File: config.mk
export PLATFORM = sky130hd
export DESIGN_NAME = rf_port_sched
export DESIGN_NICKNAME = d
export VERILOG_FILES = /design/src/rtl/rf_sched_pkg.sv /design/src/rtl/rf_wr_arbiter.sv /design/src/rtl/rf_port_sched.sv
export SDC_FILE = /design/constraint.sdc
export NUM_CORES = 1
export LEC_CHECK = 0
export BUFFER_PORTS_ARGS = -buffer_cell sky130_fd_sc_hd__buf_2
export CAP_MARGIN = 20
export CORE_AREA = 10 10 157 159
export DETAILED_ROUTE_END_ITERATION = 6
export DIE_AREA = 0 0 167 169
export GPL_ROUTABILITY_DRIVEN = 0
export PLACE_DENSITY_LB_ADDON = 0.08
export REMOVE_ABC_BUFFERS = 1
export SETUP_SLACK_MARGIN = 0.3
export SYNTH_ARGS = -nofsm -noshare
export SYNTH_HDL_FRONTEND = slang
export SYNTH_SLANG_ARGS = --single-unit
File: constraint.sdc
create_clock -name clk -period 3.46 [get_ports clk]
set_clock_uncertainty 0.1 [all_clocks]
set_input_delay 0.346 -clock clk [delete_from_list [all_inputs] [get_ports clk]]
set_output_delay 0.346 -clock clk [all_outputs]
set_load 0.005 [all_outputs]
File: src/rtl/rf_sched_pkg.sv
// Shared types and constants for the register-file port scheduler:
// read FSM encoding, writeback source identifiers and default widths.
package rf_sched_pkg;

    localparam int unsigned ADDR_WIDTH_DEF = 5;
    localparam int unsigned DATA_WIDTH_DEF = 64;
    localparam int unsigned ZERO_REG       = 0;

    typedef enum logic [1:0] {
        ST_IDLE = 2'd0,
        ST_RD1  = 2'd1,
        ST_RD2  = 2'd2,
        ST_RESP = 2'd3
    } rd_state_e;

    typedef enum logic {
        SRC_EXU = 1'b0,
        SRC_LSU = 1'b1
    } wr_src_e;

endpackage

File: src/rtl/rf_wr_arbiter.sv
// Two-way round-robin arbiter for the register-file write port.
// Muxes the granted source onto the port and suppresses writes to x0.
module rf_wr_arbiter
    import rf_sched_pkg::*;
#(
    parameter int unsigned ADDR_WIDTH = ADDR_WIDTH_DEF,
    parameter int unsigned DATA_WIDTH = DATA_WIDTH_DEF
) (
    input  logic                  clk,
    input  logic                  rst,
    input  logic                  exu_wvalid,
    input  logic [ADDR_WIDTH-1:0] exu_waddr,
    input  logic [DATA_WIDTH-1:0] exu_wdata,
    output logic                  exu_wready,
    input  logic                  lsu_wvalid,
    input  logic [ADDR_WIDTH-1:0] lsu_waddr,
    input  logic [DATA_WIDTH-1:0] lsu_wdata,
    output logic                  lsu_wready,
    output logic                  rf_wen,
    output logic [ADDR_WIDTH-1:0] rf_waddr,
    output logic [DATA_WIDTH-1:0] rf_wdata
);

    wr_src_e last_q, last_d;

    // Grant selection, pointer update and write-port mux
    always_comb begin
        last_d     = last_q;
        exu_wready = 1'b0;
        lsu_wready = 1'b0;
        if (rst) begin
            exu_wready = 1'b0;
            lsu_wready = 1'b0;
        end else if (exu_wvalid && (!lsu_wvalid || (last_q == SRC_LSU))) begin
            exu_wready = 1'b1;
            last_d     = SRC_EXU;
        end else if (lsu_wvalid) begin
            lsu_wready = 1'b1;
            last_d     = SRC_LSU;
        end else begin
            last_d = last_q;
        end
        rf_waddr = lsu_wready ? lsu_waddr : exu_waddr;
        rf_wdata = lsu_wready ? lsu_wdata : exu_wdata;
        // x0 writes are accepted from the source but never reach the RF
        rf_wen   = (exu_wready || lsu_wready) && (rf_waddr != ADDR_WIDTH'(ZERO_REG));
    end

    // Round-robin pointer; reset makes EXU win the first tie
    always_ff @(posedge clk) begin
        if (rst) begin
            last_q <= SRC_LSU;
        end else begin
            last_q <= last_d;
        end
    end

endmodule

File: src/rtl/rf_port_sched.sv
// Register-file port scheduler: serialises rs1/rs2 reads onto the single
// read port with same-cycle write forwarding, and hosts the write arbiter.
module rf_port_sched
    import rf_sched_pkg::*;
#(
    parameter int unsigned ADDR_WIDTH = ADDR_WIDTH_DEF,
    parameter int unsigned DATA_WIDTH = DATA_WIDTH_DEF
) (
    input  logic                  clk,
    input  logic                  rst,
    input  logic                  req_valid,
    output logic                  req_ready,
    input  logic [ADDR_WIDTH-1:0] req_rs1,
    input  logic [ADDR_WIDTH-1:0] req_rs2,
    output logic                  resp_valid,
    input  logic                  resp_ready,
    output logic [DATA_WIDTH-1:0] resp_op1,
    output logic [DATA_WIDTH-1:0] resp_op2,
    input  logic                  exu_wvalid,
    output logic                  exu_wready,
    input  logic [ADDR_WIDTH-1:0] exu_waddr,
    input  logic [DATA_WIDTH-1:0] exu_wdata,
    input  logic                  lsu_wvalid,
    output logic                  lsu_wready,
    input  logic [ADDR_WIDTH-1:0] lsu_waddr,
    input  logic [DATA_WIDTH-1:0] lsu_wdata,
    output logic [ADDR_WIDTH-1:0] rf_raddr,
    input  logic [DATA_WIDTH-1:0] rf_rdata,
    output logic                  rf_wen,
    output logic [ADDR_WIDTH-1:0] rf_waddr,
    output logic [DATA_WIDTH-1:0] rf_wdata
);

    rd_state_e             state_q, state_d;
    logic [ADDR_WIDTH-1:0] rs1_q, rs1_d, rs2_q, rs2_d;
    logic [DATA_WIDTH-1:0] op1_q, op1_d, op2_q, op2_d;
    logic                  resp_valid_q, resp_valid_d;

    function automatic logic [DATA_WIDTH-1:0] capture_value(
        input logic [ADDR_WIDTH-1:0] idx,
        input logic                  wen,
        input logic [ADDR_WIDTH-1:0] waddr,
        input logic [DATA_WIDTH-1:0] wdata,
        input logic [DATA_WIDTH-1:0] rdata
    );
        if (idx == ADDR_WIDTH'(ZERO_REG)) begin
            return {DATA_WIDTH{1'b0}};
        end else if (wen && (waddr == idx)) begin
            return wdata;
        end else begin
            return rdata;
        end
    endfunction

    rf_wr_arbiter #(
        .ADDR_WIDTH (ADDR_WIDTH),
        .DATA_WIDTH (DATA_WIDTH)
    ) u_wr_arbiter (
        .clk        (clk),
        .rst        (rst),
        .exu_wvalid (exu_wvalid),
        .exu_waddr  (exu_waddr),
        .exu_wdata  (exu_wdata),
        .exu_wready (exu_wready),
        .lsu_wvalid (lsu_wvalid),
        .lsu_waddr  (lsu_waddr),
        .lsu_wdata  (lsu_wdata),
        .lsu_wready (lsu_wready),
        .rf_wen     (rf_wen),
        .rf_waddr   (rf_waddr),
        .rf_wdata   (rf_wdata)
    );

    // Read FSM next state, read address and operand capture
    always_comb begin
        state_d   = state_q;
        rs1_d     = rs1_q;
        rs2_d     = rs2_q;
        op1_d     = op1_q;
        op2_d     = op2_q;
        rf_raddr  = {ADDR_WIDTH{1'b0}};
        req_ready = 1'b0;
        case (state_q)
            ST_IDLE: begin
                req_ready = ~rst;
                if (req_valid) begin
                    rs1_d   = req_rs1;
                    rs2_d   = req_rs2;
                    state_d = ST_RD1;
                end else begin
                    state_d = ST_IDLE;
                end
            end
            ST_RD1: begin
                rf_raddr = rs1_q;
                op1_d    = capture_value(rs1_q, rf_wen, rf_waddr, rf_wdata, rf_rdata);
                if (rs1_q == rs2_q) begin
                    op2_d   = capture_value(rs1_q, rf_wen, rf_waddr, rf_wdata, rf_rdata);
                    state_d = ST_RESP;
                end else begin
                    state_d = ST_RD2;
                end
            end
            ST_RD2: begin
                rf_raddr = rs2_q;
                op2_d    = capture_value(rs2_q, rf_wen, rf_waddr, rf_wdata, rf_rdata);
                state_d  = ST_RESP;
            end
            ST_RESP: begin
                if (resp_ready) begin
                    state_d = ST_IDLE;
                end else begin
                    state_d = ST_RESP;
                end
            end
            default: begin
                state_d = ST_IDLE;
            end
        endcase
        resp_valid_d = (state_d == ST_RESP);
    end

    // FSM, request and operand registers; reset drops any in-flight request
    always_ff @(posedge clk) begin
        if (rst) begin
            state_q      <= ST_IDLE;
            rs1_q        <= {ADDR_WIDTH{1'b0}};
            rs2_q        <= {ADDR_WIDTH{1'b0}};
            op1_q        <= {DATA_WIDTH{1'b0}};
            op2_q        <= {DATA_WIDTH{1'b0}};
            resp_valid_q <= 1'b0;
        end else begin
            state_q      <= state_d;
            rs1_q        <= rs1_d;
            rs2_q        <= rs2_d;
            op1_q        <= op1_d;
            op2_q        <= op2_d;
            resp_valid_q <= resp_valid_d;
        end
    end

    assign resp_valid = resp_valid_q;
    assign resp_op1   = op1_q;
    assign resp_op2   = op2_q;

endmodule

==> flow_summary.yaml <==
clocking:
  clk_path_buf_depth: 2
  cts_resized: 0
  cts_made_buffers: 17
  root_buffer: "clkbuf_16"
  postCtsSetupBuffers: 0
  h-tree-depth: 4
  cts_tree: "yes"
  cts.clk_slew.worst_paths_ns: 0.07
  clock-sinks: 142
  cts_hold_buf: 0
  clk_latency_ns: 0.43
drt:
  vias: 10700
  ant_nets: 0
  drc: 0
  dr.pass1.iters: 6
  wl_mm: 39.3
  routedWlPerCell_um: 20.7
  first_iter_violations: 768
  via_per_inst: 5.63
logic_synthesis:
  ys_types: 48
  synth_warnings: 0
  async_flop_share_pct: 0
  ys_ff_latch: 142
  synth_edf_count: 0
  netlist_top_cells_count: "245 x nand2_1, 142 x dfxtp_1, 128 x o21ai_1"
  post-synth-top-area-cell: "dfxtp_1"
  synth_top_cell_area_share_pct: 30.8
  seq_area_frac_synth_pct: 30.8
  yosysMostFrequentCell: "nand2_1"
  syn_area_um2: 9220
  syn_avg_cell_area_um2: 7.46
  syn_inst: 1236
  synthFlopType: "dfxtp_1"
  synth.area.top_cells: "dfxtp_1 31%, nand2_1 10%, o21ai_1 6.9%"
timing:
  fmax_mhz: 334
  max_slew_margin_pct: 41.9
  worstMarginPinSlew_ns: 0.872
  setup_viol: 0
  period_share_pct: 86.4
  drv_slew: 0
  fin_crit_ns: 2.99
  rsz0062_at_grt: "false"
  hold_viol_final: 0
status:
  status: "finished, final reports clean"
floorplan:
  die_x_um: 167
  coreArea_um2: 21600
  initial_core_util_pct: 42.8
  die_h_um: 169
  die_area_um2: 28200
  core.rowCount: 54
  io_pins: 425
setup_path:
  critical_path.max_fanout: 32
  slowest_delay_ns: 0.51
  cp_top_family: "buffers and inverters"
  worst_setup_path_start_kind: "flop"
  cp-end-kind: "output port"
  criticalPathCategory: "flop to output port"
  cp-startpoint: "u_wr_arbiter.last_q"
  cp.buffers_inverters: 3
  worstPathArrival_ns: 2.54
  worstPathRequired_ns: 3.01
  crit_chain: "nand2_1 > nand2_4 > buf_4 > mux2i_1 > inv_1 > buf_2"
  crit_slowest_cell: "mux2i_1"
  r2r_start: "u_wr_arbiter.last_q"
final_layout:
  layout.nets: 1826
  area_growth_pct: 31.8
  drive_above_1_share_pct: 35.6
  design_area_um2: 12200
  fin_util_pct: 56.4
  fin_cells: 1899
global_routing:
  grt_pass1_wl_mm: 59.4
  grt_usage_pct: 25.9
  grt_antenna_before_repair: 6
  grt-ovfl-total: 0
  first_global_vias: 10300
  grt_start_max_net_pins: 65
power_and_ir_drop:
  seqPwrFrac_pct: 34.9
  swShare_pct: 33.0
  p_per_area_nw_per_um2: 417
  p_leak_nw: 5.73
  p_comb_share_pct: 26.4
  max-vdd-ir-drop_uv: 304
  clkPwrFrac_pct: 38.7
  p_switching_w: 0.00167
  finalPower_w: 0.00507
  intPower_w: 0.00339
run:
  max_cap_violations: 0
min_path:
  hold_path_class: "primary input to flop"
  hp-start: "req_rs2[4]"
placement:
  hpwl_mm: 28.5
  numPortBuffers: 424
  dp_cells: 1864
  placed_area_um2: 11500
final timing paths:
path                   to  slack [ns]  depth (start not counted)
max          rf_wdata[44]        0.47                          6
min reg2reg   resp_op1[4]        0.34                          2
max reg2reg  resp_op2[25]        0.55                          8
min              rs2_q[4]        0.05                          3
sequential cells by signal, indices dropped and copies added, names as in the netlist:
| signal | flops |
|---|---|
| resp_op1 | 64 |
| rs1_q | 5 |
| u_wr_arbiter.last_q | 1 |
| resp_valid | 1 |
| rs2_q | 5 |
| state_q | 2 |
| resp_op2 | 64 |
per-layer routing:
layer / global-route usage (%) / vias up / share of wire (%) / wire (µm)
met4: 9.66 / 2 / 2.6 / 1030
met5: 0 / - / 0.046 / 18
met3: 6.51 / 60 / 7.3 / 2870
li1: - / 5225 / - / -
met1: 31.3 / 4952 / 41 / 16300
met2: 43.7 / 454 / 49 / 19100
power groups by stage:
stage | sequential [W] | combinational, W | clock [W]
floorplan | 0.00180 | 0.000744 | 0
CTS | 0.00177 | 0.00134 | 0.00199
detailed placement | 0.00180 | 0.00133 | 0
global placement | 0.00180 | 0.00132 | 0
global route | 0.00178 | 0.00146 | 0.00205
finish | 0.00177 | 0.00134 | 0.00196
tightest hold or removal path: stages:
cell and delay, ns:
buf_2 0.09, nand2_1 0.04, a21oi_1 0.05
area by class of cell:
class                   count  area (µm²)
well taps                 280         350
clock buffers              18         439
diodes                      3        7.51
fillers                  2134        9390
inverters                  65         244
flip-flops and latches    142        2840
multi-input cells         917        5650
repair buffers            460        2440
clock inverters            14         183
cell usage in the layout, fill, tap and decap left out, drive strengths merged, types with 6 or more instances in the layout:
cell / netlist / final
buf: 41 / 460
nor2: 29 / 29
dfxtp: 142 / 142
o22ai: 66 / 66
mux2i: 47 / 47
xor2: 10 / 10
nand2: 245 / 245
nand3: 6 / 6
o21bai: 45 / 45
or3: 16 / 16
o21ai: 168 / 168
clkinv: 0 / 6
nand4: 29 / 29
a21oi: 75 / 75
inv: 65 / 68
clkbuf: 71 / 18
o31a: 42 / 42
a31oi: 86 / 86
nor2b: 14 / 14
through the flow:
stage          hold slack (ns)  TNS, ns  setup WS, ns
2_1_floorplan            0.315  -302.02         -3.41
3_3_place_gp             0.330        0         0.504
3_5_place_dp             0.335        0         0.474
4_1_cts                 0.0336        0         0.492
5_1_grt                 0.0352        0         0.376
6_report                0.0522        0         0.470
cells by family (layout without fill, tap and decap cells):
kind of cell / Yosys count / in the layout / synth area share (%)
buffers and inverters: 177 / 557 / 8.80
adders and majority gates: 5 / 5 / 0.678
AOI/OAI and AO/OA: 500 / 500 / 35.9
and+or+nand+nor: 354 / 354 / 17.6
other: 0 / 3 / 0
muxes: 47 / 47 / 5.10
xor gates and xnor gates: 11 / 11 / 1.04
DFF: 142 / 142 / 30.8
No activity file was read; power rests on OpenSTA's default activity.
